### config.mk
export PLATFORM = sky130hd
export DESIGN_NAME = dffn_chain_loader
export DESIGN_NICKNAME = d
export VERILOG_FILES = /design/src/rtl/dffn_chain_loader.sv
export SDC_FILE = /design/constraint.sdc
export NUM_CORES = 1
export LEC_CHECK = 0
export BUFFER_PORTS_ARGS = -buffer_cell sky130_fd_sc_hd__buf_2
export CORE_MARGIN = 8
export CORE_UTILIZATION = 43
export CTS_BUF_LIST = sky130_fd_sc_hd__clkbuf_8
export CTS_CLUSTER_DIAMETER = 60
export DETAILED_ROUTE_END_ITERATION = 10
export GPL_TIMING_DRIVEN = 0
export SETUP_SLACK_MARGIN = 0.3
export SLEW_MARGIN = 20
export SYNTH_ARGS = -nofsm -noshare
export SYNTH_HDL_FRONTEND = slang
export SYNTH_SLANG_ARGS = --single-unit
export TNS_END_PERCENT = 1
### constraint.sdc
create_clock -name CLK -period 3.4 [get_ports CLK]
set_clock_uncertainty 0.05 [all_clocks]
set_input_delay 0.34 -clock CLK [delete_from_list [all_inputs] [get_ports CLK]]
set_output_delay 0.34 -clock CLK [all_outputs]
set_load 0.02 [all_outputs]
### src/rtl/dffn_chain_loader.sv
// Serial loader for a negative-edge flop chain: shifts a word in MSB first while
// capturing the chain's previous contents from its tail, then strobes LOAD and DONE.
module dffn_chain_loader #(
    parameter int unsigned WIDTH = 8
) (
    input  logic             CLK,
    input  logic             R,
    input  logic             START,
    input  logic [WIDTH-1:0] DIN,
    input  logic             SO,
    output logic             SI,
    output logic             SEN,
    output logic             LOAD,
    output logic             BUSY,
    output logic             DONE,
    output logic [WIDTH-1:0] DOUT
);

    localparam int unsigned CW = (WIDTH > 1) ? $clog2(WIDTH) : 1;
    localparam logic [CW-1:0] LAST = CW'(WIDTH - 1);

    typedef enum logic [1:0] {
        IDLE,
        SHIFT,
        UPDATE,
        FIN
    } state_t;

    state_t           state;
    logic [CW-1:0]    cnt;
    logic [WIDTH-1:0] sreg;
    logic [CW-1:0]    so_idx;

    // Tail sample taken at the end of shift cycle cnt lands at DOUT[WIDTH-2-cnt].
    assign so_idx = LAST - CW'(1) - cnt;

    always_ff @(posedge CLK) begin
        if (R) begin
            state <= IDLE;
            cnt   <= '0;
            sreg  <= '0;
            SI    <= 1'b0;
            SEN   <= 1'b0;
            LOAD  <= 1'b0;
            BUSY  <= 1'b0;
            DONE  <= 1'b0;
            DOUT  <= '0;
        end else begin
            case (state)
                IDLE: begin
                    SI   <= 1'b0;
                    SEN  <= 1'b0;
                    LOAD <= 1'b0;
                    BUSY <= 1'b0;
                    DONE <= 1'b0;
                    if (START) begin
                        sreg            <= DIN;
                        SI              <= DIN[WIDTH-1];
                        SEN             <= 1'b1;
                        BUSY            <= 1'b1;
                        cnt             <= '0;
                        DOUT[WIDTH-1]   <= SO;
                        state           <= SHIFT;
                    end
                end
                SHIFT: begin
                    if (cnt == LAST) begin
                        // Last tail sample is the new word's first bit; drop it.
                        SEN   <= 1'b0;
                        SI    <= 1'b0;
                        LOAD  <= 1'b1;
                        state <= UPDATE;
                    end else begin
                        DOUT[so_idx] <= SO;
                        SI           <= sreg[WIDTH-2];
                        sreg         <= {sreg[WIDTH-2:0], sreg[WIDTH-1]};
                        cnt          <= cnt + CW'(1);
                    end
                end
                UPDATE: begin
                    LOAD  <= 1'b0;
                    BUSY  <= 1'b0;
                    DONE  <= 1'b1;
                    state <= FIN;
                end
                FIN: begin
                    DONE  <= 1'b0;
                    state <= IDLE;
                end
                default: state <= IDLE;
            endcase
        end
    end

endmodule

==> metrics.csv <==
metric;value;unit
synth_top_area_cell;sky130_fd_sc_hd__dfxtp_1;
detailed_place.area;1450;um^2
layout_worst_path_cycle_share;63.4;%
timing.setup.critical_path_class;flip-flop to flip-flop;
cts_sinks;26;
most_frequently_used_cell_type_in_the_post_synthesis_netlist;sky130_fd_sc_hd__dfxtp_1;
h-tree-depth;1;
synth_nets;160;
synth_seq_area_share;40.0;%
worst_setup_slack_final;1240;ps
final_hold_viol_count;0;
route.detailed.drc;0;
worst_slew_margin_rel;66.7;%
critical_path.endpoint_type;flip-flop;
floorplan.initialDensity;43.7;%
netlist_top_cells_area;sky130_fd_sc_hd__dfxtp_1 40%, sky130_fd_sc_hd__mux2i_1 12%, sky130_fd_sc_hd__ha_1 6.7%;
pre_cts_ws;1290;ps
totalWireLength;2760;um
stdcell_area;1530;um^2
post_cts.resized_instances;0;
design.final.nets;187;
detail-route-antenna-nets;0;
synthesis.area;1300;um^2
cap_viol_max_count;0;
maxSlewViolCount;0;
setup_total_negative_slack;0;ps
static_leakage;0.631;nW
post_synthesis_cell_count;141;
start_kind;flip-flop;
synth_area_per_cell;9.24;um^2
grt_antenna_before_repair;0;
post-route-min-period;2160;ps
insertion_delay;270;ps
viasPerCell;5.34;
postSynth.asyncResetShare;0;%
routed_wl_per_cell;13.8;um
finalWeightedCongestion;0.770;
coreArea;2980;um^2
drt_iter0_drc;38;
clock_path_buffers;2;
grt_pass1_vias;1109;
power-per-cell-area;823;nW/um^2
clk_root_buffer_cell;sky130_fd_sc_hd__clkbuf_8;
tightest_slew;500;ps
num_io_pins;25;
synth_warnings;0;
final-setup-viol-count;0;
buffer_ports.inserted;22;
synth_top_cells_by_count;26 x sky130_fd_sc_hd__dfxtp_1, 22 x sky130_fd_sc_hd__nor2_1, 16 x sky130_fd_sc_hd__mux2i_1;
synth-main-ff-cell;sky130_fd_sc_hd__dfxtp_1;
grt_start_max_net_pins;16;
cts_made_buffers;3;
min_path_type;input pin to flip-flop;
post-cts-setup-buffer-count;0;
global_route_wire_length_before_repair;4900;um
overall_track_demand_over_capacity_in_global_routing;11.6;%
drt_pre_antenna_iters;4;
grt_overflow;0;
dp_hpwl;2060;um
postSynthRegisterBits;26;
status;complete, no violations;
route.vias.total;1068;
tritoncts;built;
critical_path_arrival;2300;ps
ir_drop;305;uV
finalCoreUtilization;51.2;%
dieWidth;71.0;um
fmax;464;MHz
design.die.area;5050;um^2
cts-hold-fix-buffers;0;
path_clk_slew;90;ps
rsz0062_at_grt;false;
synth_top_cell_area_share;40.0;%
n_antenna_cell;0;
die_h;71.0;um
yosys.cell_types.count;32;
placementRows;20;
synth_enable_flop_cells;0;
design_power_total;1.26;mW
areaGrowthSynthToFinish;17.1;%
critical_path.max_fanout;10;
final_layout_size_suffix_gt1_share;21.0;%
worst-endpoint-required;3550;ps
-- power by group --
part	internal [mW]	switching, mW
registers	0.383	0.0487
clock network	0.157	0.0971
logic	0.234	0.335
-- placed cells by master (no fill, tap or decap), types with 2 or more instances in the layout --
cell type                   n
sky130_fd_sc_hd__nor2_1    22
sky130_fd_sc_hd__nand3_1    3
sky130_fd_sc_hd__nor4_1     2
sky130_fd_sc_hd__dfxtp_1   26
sky130_fd_sc_hd__clkbuf_8   3
sky130_fd_sc_hd__ha_1       7
sky130_fd_sc_hd__nor3_1     6
sky130_fd_sc_hd__a211oi_1   7
sky130_fd_sc_hd__buf_6      2
sky130_fd_sc_hd__o21ai_0    7
sky130_fd_sc_hd__buf_2     22
sky130_fd_sc_hd__nor2b_1    2
sky130_fd_sc_hd__nand3b_1   3
sky130_fd_sc_hd__a21oi_1    6
sky130_fd_sc_hd__clkbuf_1   5
sky130_fd_sc_hd__nand2b_1   4
sky130_fd_sc_hd__a31oi_1    2
sky130_fd_sc_hd__nand2_1    3
sky130_fd_sc_hd__buf_4      2
sky130_fd_sc_hd__inv_1      3
sky130_fd_sc_hd__mux2i_1   16
-- area by class of cell --
type | instances | area [um^2]
inverter | 3 | 11.3
clock inverter | 1 | 30.0
clock buffer | 3 | 41.3
multi-input combinational | 103 | 714
fill | 298 | 1450
sequential | 26 | 520
buffer | 9 | 56.3
tap | 33 | 41.3
timing repair buffer | 22 | 110
-- layer usage --
| metal | wire length, um | GRT usage (%) | vias up |
|---|---|---|---|
| met5 | 0 | 0 | - |
| met4 | 14 | 3.46 | 0 |
| met3 | 88 | 2.68 | 2 |
| met2 | 1290 | 18.9 | 14 |
| met1 | 1370 | 14.6 | 500 |
| li1 | - | - | 552 |
-- registers in the layout, summed over array words and instances, names as in the netlist --
register and flops:
BUSY 1, DONE 1, DOUT 8, LOAD 1, SEN 1, SI 1, cnt 3, sreg 8
state 2
-- worst paths after layout --
check / slack [ps] / from / endpoint / cells after the start
worst max register to register: 1240 / cnt[0]$_SDFFE_PP0P_ / sreg[6]$_SDFFE_PP0P_ / 7
worst max-delay path: 1240 / cnt[0]$_SDFFE_PP0P_ / sreg[6]$_SDFFE_PP0P_ / 7
worst min register to register: 420 / LOAD$_SDFFE_PP0P_ / LOAD$_SDFFE_PP0P_ / 2
worst min-delay path: 320 / DIN[7] / sreg[7]$_SDFFE_PP0P_ / 3
-- through the flow --
stage,hold slack (ps),instances
final,319,200
after global routing,339,200
after CTS,313,200
after detailed placement,417,196
after global placement,404,196
after floorplan,424,141
-- critical path, stage by stage (launching register included) --
cell	delay, ps
sky130_fd_sc_hd__dfxtp_1	420
sky130_fd_sc_hd__ha_1	250
sky130_fd_sc_hd__ha_1	180
sky130_fd_sc_hd__clkbuf_1	240
sky130_fd_sc_hd__a211oi_4	500
sky130_fd_sc_hd__buf_6	210
sky130_fd_sc_hd__nor2_1	60
sky130_fd_sc_hd__a211oi_2	170
-- logic make-up after synthesis --
logic type	share of synthesized area, %
flip-flops	40.0
AND/OR/NAND/NOR	18.7
multiplexers	12.3
XOR/XNOR	1.35
AO/OA/AOI/OAI	15.8
buffers and inverters	5.19
adder cells (fa/ha/maj)	6.72
Note: power is estimated with default switching activity, not from simulation.
